<file path="src/rtl/tap_cmd_if.sv">
// Command handshake between the test-mode register bank and the TAP master.
interface tap_cmd_if;
    logic       cmd_valid;
    logic       cmd_ready;
    logic [1:0] cmd_op;
    logic [7:0] cmd_key;
    logic [4:0] cmd_length;
    logic [2:0] cmd_mode;

    modport master (
        output cmd_valid, cmd_op, cmd_key, cmd_length, cmd_mode,
        input  cmd_ready
    );

    modport slave (
        input  cmd_valid, cmd_op, cmd_key, cmd_length, cmd_mode,
        output cmd_ready
    );
endinterface

</file>
<file path="src/rtl/tap_sequencer.sv">
// TAP master: expands one-word commands into tdi/tck/trstb bit-serial
// sequences and captures tdo on tck falling edges while tde is high.
module tap_sequencer #(
    parameter int         HALF_CYC  = 4,
    parameter int         SETUP_CYC = 1,
    parameter logic [7:0] KEY       = 8'h96
) (
    input  logic       clk,
    input  logic       rst,
    tap_cmd_if.slave   cmd,
    output logic       busy,
    output logic       done,
    input  logic       tdo,
    input  logic       tde,
    output logic [7:0] rx_data,
    output logic       tdi,
    output logic       tck,
    output logic       trstb
);

    if (SETUP_CYC < 1 || SETUP_CYC > HALF_CYC - 1) begin : g_param_check
        $error("tap_sequencer: SETUP_CYC must be in 1..HALF_CYC-1");
    end

    localparam int PW = $clog2(2 * HALF_CYC);
    localparam logic [PW-1:0] P_LAST = PW'(2 * HALF_CYC - 1);
    localparam logic [PW-1:0] P_RISE = PW'(SETUP_CYC);
    localparam logic [PW-1:0] P_FALL = PW'(SETUP_CYC + HALF_CYC);
    localparam logic [PW-1:0] P_SAMP = PW'(SETUP_CYC + HALF_CYC - 1);

    localparam logic [1:0] OP_RESET = 2'd0;
    localparam logic [1:0] OP_ATPG  = 2'd2;
    localparam logic [1:0] OP_SEND  = 2'd3;

    typedef enum logic [2:0] {
        IDLE,
        RST,
        SHIFT,
        TRAIL,
        DONE
    } state_t;

    state_t        state;
    logic          ready;
    logic [1:0]    op;
    logic [15:0]   sr;
    logic [3:0]    bit_cnt;
    logic [3:0]    last_bit;
    logic [PW-1:0] phase;
    logic [PW-1:0] phase_nxt;
    logic          bit_end;
    logic          tck_nxt;
    logic          sample;

    assign cmd.cmd_ready = ready;

    always_comb begin
        bit_end   = (phase == P_LAST);
        phase_nxt = bit_end ? '0 : phase + 1'b1;
        tck_nxt   = (phase_nxt >= P_RISE) && (phase_nxt < P_FALL);
        // Last high cycle: tck drops on this edge, so tdo is captured now.
        sample    = (phase == P_SAMP);
    end

    always_ff @(posedge clk) begin
        if (rst) begin
            state    <= IDLE;
            ready    <= 1'b0;
            busy     <= 1'b0;
            done     <= 1'b0;
            rx_data  <= '0;
            tdi      <= 1'b0;
            tck      <= 1'b0;
            trstb    <= 1'b0;
            op       <= '0;
            sr       <= '0;
            bit_cnt  <= '0;
            last_bit <= '0;
            phase    <= '0;
        end else begin
            unique case (state)
                IDLE: begin
                    tdi  <= 1'b0;
                    tck  <= 1'b0;
                    done <= 1'b0;
                    if (cmd.cmd_valid && ready) begin
                        ready   <= 1'b0;
                        busy    <= 1'b1;
                        op      <= cmd.cmd_op;
                        phase   <= '0;
                        bit_cnt <= '0;
                        if (cmd.cmd_op == OP_SEND) begin
                            state    <= SHIFT;
                            sr       <= {cmd.cmd_key, 8'h00};
                            last_bit <= 4'd7;
                            tdi      <= cmd.cmd_key[7];
                        end else begin
                            state <= RST;
                            trstb <= 1'b0;
                            if (cmd.cmd_op == OP_ATPG) begin
                                sr       <= {KEY, cmd.cmd_length, cmd.cmd_mode};
                                last_bit <= 4'd15;
                            end else begin
                                sr       <= {cmd.cmd_key, 8'h00};
                                last_bit <= 4'd7;
                            end
                        end
                    end else begin
                        ready <= 1'b1;
                    end
                end
                RST, SHIFT, TRAIL: begin
                    phase <= phase_nxt;
                    tck   <= tck_nxt;
                    if (sample && tde) begin
                        rx_data <= {rx_data[6:0], tdo};
                    end
                    if (bit_end) begin
                        if (state == RST) begin
                            if (bit_cnt == 4'd3) begin
                                bit_cnt <= '0;
                                trstb   <= 1'b1;
                                if (op == OP_RESET) begin
                                    state <= DONE;
                                    done  <= 1'b1;
                                end else begin
                                    state <= SHIFT;
                                    tdi   <= sr[15];
                                end
                            end else begin
                                bit_cnt <= bit_cnt + 4'd1;
                            end
                        end else if (state == SHIFT) begin
                            if (bit_cnt == last_bit) begin
                                bit_cnt <= '0;
                                tdi     <= 1'b0;
                                if (op == OP_SEND) begin
                                    state <= DONE;
                                    done  <= 1'b1;
                                end else begin
                                    state <= TRAIL;
                                end
                            end else begin
                                bit_cnt <= bit_cnt + 4'd1;
                                sr      <= {sr[14:0], 1'b0};
                                tdi     <= sr[14];
                            end
                        end else begin
                            state <= DONE;
                            done  <= 1'b1;
                        end
                    end
                end
                DONE: begin
                    done  <= 1'b0;
                    busy  <= 1'b0;
                    ready <= 1'b1;
                    tdi   <= 1'b0;
                    state <= IDLE;
                end
                default: begin
                    state <= IDLE;
                end
            endcase
        end
    end

endmodule

</file>
<file path="src/flat_wrapper.sv">
// flat-port wrapper written by rule: the top's interface ports become plain ports
module tap_sequencer_flat 
#(
    parameter int         HALF_CYC  = 4,
    parameter int         SETUP_CYC = 1,
    parameter logic [7:0] KEY       = 8'h96
)
  (clk, rst, busy, done, tdo, tde, rx_data, tdi, tck, trstb, cmd_cmd_valid, cmd_cmd_op, cmd_cmd_key, cmd_cmd_length, cmd_cmd_mode, cmd_cmd_ready);
  tap_cmd_if cmd_i ();
  input  logic clk;
  input  logic rst;
  output logic busy;
  output logic done;
  input  logic tdo;
  input  logic tde;
  output logic [7:0] rx_data;
  output logic tdi;
  output logic tck;
  output logic trstb;
  input wire logic [$bits(cmd_i.cmd_valid)-1:0] cmd_cmd_valid;
  input wire logic [$bits(cmd_i.cmd_op)-1:0] cmd_cmd_op;
  input wire logic [$bits(cmd_i.cmd_key)-1:0] cmd_cmd_key;
  input wire logic [$bits(cmd_i.cmd_length)-1:0] cmd_cmd_length;
  input wire logic [$bits(cmd_i.cmd_mode)-1:0] cmd_cmd_mode;
  output wire logic [$bits(cmd_i.cmd_ready)-1:0] cmd_cmd_ready;
  assign cmd_i.cmd_valid = cmd_cmd_valid;
  assign cmd_i.cmd_op = cmd_cmd_op;
  assign cmd_i.cmd_key = cmd_cmd_key;
  assign cmd_i.cmd_length = cmd_cmd_length;
  assign cmd_i.cmd_mode = cmd_cmd_mode;
  assign cmd_cmd_ready = cmd_i.cmd_ready;
  tap_sequencer #(.HALF_CYC(HALF_CYC), .SETUP_CYC(SETUP_CYC), .KEY(KEY)) u_core (.clk(clk), .rst(rst), .cmd(cmd_i), .busy(busy), .done(done), .tdo(tdo), .tde(tde), .rx_data(rx_data), .tdi(tdi), .tck(tck), .trstb(trstb));
endmodule
</file>
<file path="config.mk">
export PLATFORM = sky130hd
export DESIGN_NAME = tap_sequencer_flat
export DESIGN_NICKNAME = d
export VERILOG_FILES = /design/src/rtl/tap_cmd_if.sv /design/src/rtl/tap_sequencer.sv /design/src/flat_wrapper.sv
export SDC_FILE = /design/constraint.sdc
export NUM_CORES = 1
export LEC_CHECK = 0
export ABC_AREA = 0
export BUFFER_PORTS_ARGS = -buffer_cell sky130_fd_sc_hd__buf_4
export CAP_MARGIN = 30
export CORE_MARGIN = 4
export CORE_UTILIZATION = 54
export CTS_CLUSTER_DIAMETER = 50
export DETAILED_ROUTE_END_ITERATION = 8
export GPL_ROUTABILITY_DRIVEN = 0
export PLACE_DENSITY_LB_ADDON = 0.2
export SYNTH_ARGS = -nofsm -noshare
export SYNTH_HDL_FRONTEND = slang
export SYNTH_SLANG_ARGS = --single-unit
export TNS_END_PERCENT = 100
</file>
<file path="constraint.sdc">
create_clock -name clk -period 4.93 [get_ports clk]
set_input_delay 0.7395 -clock clk [delete_from_list [all_inputs] [get_ports clk]]
set_output_delay 0.7395 -clock clk [all_outputs]
set_load 0.02 [all_outputs]
</file>
==> flow_summary.toml <==
[clock_tree]
holdBufCountCts = 0
cts_root_buffer = "clkbuf_8"
cts_tree = "built"
insertion_delay_ps = 300
cts_made_buffers = 5
cts_buffer_depth = 2
postCtsSetupRepairBufs = 0
cts_resized = 0
cts.clk_slew.worst_paths_ps = 80
clkSinkCount = 44
htree_levels = 2

[synthesis]
synthMuxAreaShare = 0.0574
synth_area_mm2 = 0.00227
synth_top_family_by_area = "simple AND/OR/NAND/NOR gates"
synth_common_cells = "dfxtp_1 (44), nor2_1 (39), nand2_1 (25)"
synth.area.top_cells = "dfxtp_1 (39%), a311oi_2 (7.3%), nor2_1 (6.5%)"
synth-simple-area-share = 0.269
synthArstFlopShare = 0
syn_nets = 284
synth_area_leader_cell = "dfxtp_1"
synth_top_area_frac = 0.388
ys.warnings.count = 0
yosysUniqueCellTypes = 48
postSynthCellCount = 257
synthAdderAreaFrac = 0.0265
avgSynthCellArea_um2 = 8.83
yosysMostFrequentCell = "dfxtp_1"
synth_ff_type = "dfxtp_1"
synthXorXnorAreaFrac = 0.00772
synth_seq_cells = 44
synth-compound-area-share = 0.206
synth_edf_count = 0
yosysSeqAreaShare = 0.388

[route]
num_vias = 1937
wirelength_um = 4930
vias_per_cell = 5.78
wl_per_cell_um = 14.7
ant_nets = 0
drc = 0
drt_iter0_drc = 151
dr.pass1.iters = 4

[global_route]
antenna_found_initial = 0
grt_pass1_vias = 1917
grt_max_degree = 45
grt_use_total = 0.205
grt-ovfl-total = 0
grt_pass1_wl_um = 8720

[pwr]
p_per_area_mw_per_mm2 = 525
power_switching_uw = 565
pwr-share-clk = 0.157
power_leakage_uw = 0.000963
irDropWorstVdd_mv = 0.243
p_int_uw = 818
pwr-share-seq = 0.378
comb_power_share = 0.465
swShare = 0.409

[sta]
clock_skew_ps = 9.03
setup_violations = 0
grt_setup_unrepaired = "no"
tightest_slew_ps = 963
slew_headroom = 0.357
tns_ps = 0
max_freq_mhz = 425
final-max-slew-violation-count = 0
min_period_ps = 2350
period_share = 0.478
hold_viol_final = 0

[job]
maxCapViolCount = 0

[floorplanning]
rows = 23
core-area_mm2 = 0.00403
die-area_mm2 = 0.00530
ioPinCount = 37
initial_core_util = 0.563
die_y_um = 72.8
fp.dieW_um = 72.8

[worst_hold_path]
hp-class = "flop to flop"
min_path_cells = 2
holdPathEnd = "u_core.done"
hold_start = "u_core.done"

[worst_setup_path]
r2r_slack_ps = 2580
end_kind = "flop"
reg2reg_to = "u_core.sr[4]"
required_ps = 5140
worstSetupStartpointType = "flop"
crit_path_max_fanout = 22
ff2ff_path_depth = 7
arrival_ps = 2560
worst-setup-path-type = "flop to flop"
r2r-start = "u_core.state[2]"

[finish]
instances_no_fill = 335
layout.nets = 312
final_layout_size_suffix_gt1_frac = 0.249
antenna_cells = 0
syn_to_final_growth_pct = 16.2

[placed_design]
post-place-cells = 328
io_buffers = 36
hpwl_um = 3450

[run_status]
status = "finished clean"
## cell type report
cell class	instances	area, um^2
Multi-Input combinational cell	191	1290
Fill cell	367	1390
Timing Repair Buffer	38	305
Tap cell	50	62.6
Clock inverter	2	12.5
Inverter	5	18.8
Sequential cell	44	881
Clock buffer	5	68.8
## cells by family (layout without fill, tap and decap cells)
group                      after synthesis  count (layout)
adders and majority gates                5               5
xor gates and xnor gates                 2               2
buffers and inverters                   22              50
and+or+nand+nor                        117             117
AOI/OAI and AO/OA                       54              54
DFF                                     44              44
muxes                                   13              13
## state kept, by name (all words and copies together) (netlist names)
signal	cells
u_core.sr	16
u_core.rx_data	8
u_core.bit_cnt	4
u_core.phase	3
u_core.state	3
u_core.last_bit	2
u_core.op	2
u_core.busy	1
u_core.cmd.cmd_ready	1
u_core.done	1
u_core.tck	1
u_core.tdi	1
u_core.trstb	1
## per-stage QoR
stage	cell area, um^2	setup WS, ps	utilization	total power, uW	hold slack, ps
4_1_cts	2640	2590	0.654	1390	463
5_1_grt	2640	2390	0.654	1490	478
3_3_place_gp	2530	2330	0.627	1130	444
2_1_floorplan	2270	3150	-	1030	446
6_report	2640	2580	0.654	1380	458
3_5_place_dp	2550	2580	0.634	1170	452
## placed cells by master (no fill, tap or decap), drive strengths merged, types with 2 or more instances in the layout
cell and count:
nor4 3, a311oi 11, nand2b 8, clkbuf 5
o211ai 5, nor2b 2, nor2 39, a21oi 18
o21ai 5, and3 2, mux2i 13, buf 38
a22oi 2, ha 4, or4 3, nand2 25
nand4 2, a211oi 3, nand3b 2, dfxtp 44
nand3 16, a32o 2, inv 5, a31oi 2
or3 4, nor3 4, o21bai 2, nor3b 2
## critical path: stages (launching register included)
cell      delay (ps)
dfxtp_1          530
o21bai_1         160
buf_4            270
a21oi_1          140
nor3_4           620
buf_16           230
nor2_1            60
a311oi_2         250
## worst max-delay path by stage
stage | startpoint | end | slack [ps] | cells past startpoint
after CTS | u_core.state[2] | u_core.sr[4] | 2590 | 7
after global routing | u_core.state[2] | u_core.sr[4] | 2390 | 7
after detailed placement | cmd_cmd_valid | u_core.sr[4] | 2580 | 7
after floorplan | u_core.bit_cnt[0] | u_core.state[1] | 3150 | 6
final | u_core.state[2] | u_core.sr[4] | 2580 | 7
after global placement | cmd_cmd_valid | u_core.sr[12] | 2330 | 6
## layer usage
| layer | share of wire | GRT usage | wire length [um] | vias up |
|---|---|---|---|---|
| met4 | 0.013 | 0.0594 | 65 | 0 |
| met3 | 0.049 | 0.0468 | 241 | 9 |
| met1 | 0.45 | 0.256 | 2200 | 916 |
| met5 | 0 | 0 | 0 | - |
| li1 | - | - | - | 971 |
| met2 | 0.49 | 0.354 | 2420 | 41 |
## power by group through the flow
| stage | clock, uW | combinational [uW] | sequential (uW) |
|---|---|---|---|
| 2_1_floorplan | 0 | 513 | 516 |
| 3_3_place_gp | 0 | 607 | 527 |
| 3_5_place_dp | 0 | 645 | 527 |
| 4_1_cts | 221 | 647 | 520 |
| 5_1_grt | 236 | 716 | 533 |
| 6_report | 217 | 644 | 523 |
No activity file was read; power rests on OpenSTA's default activity.
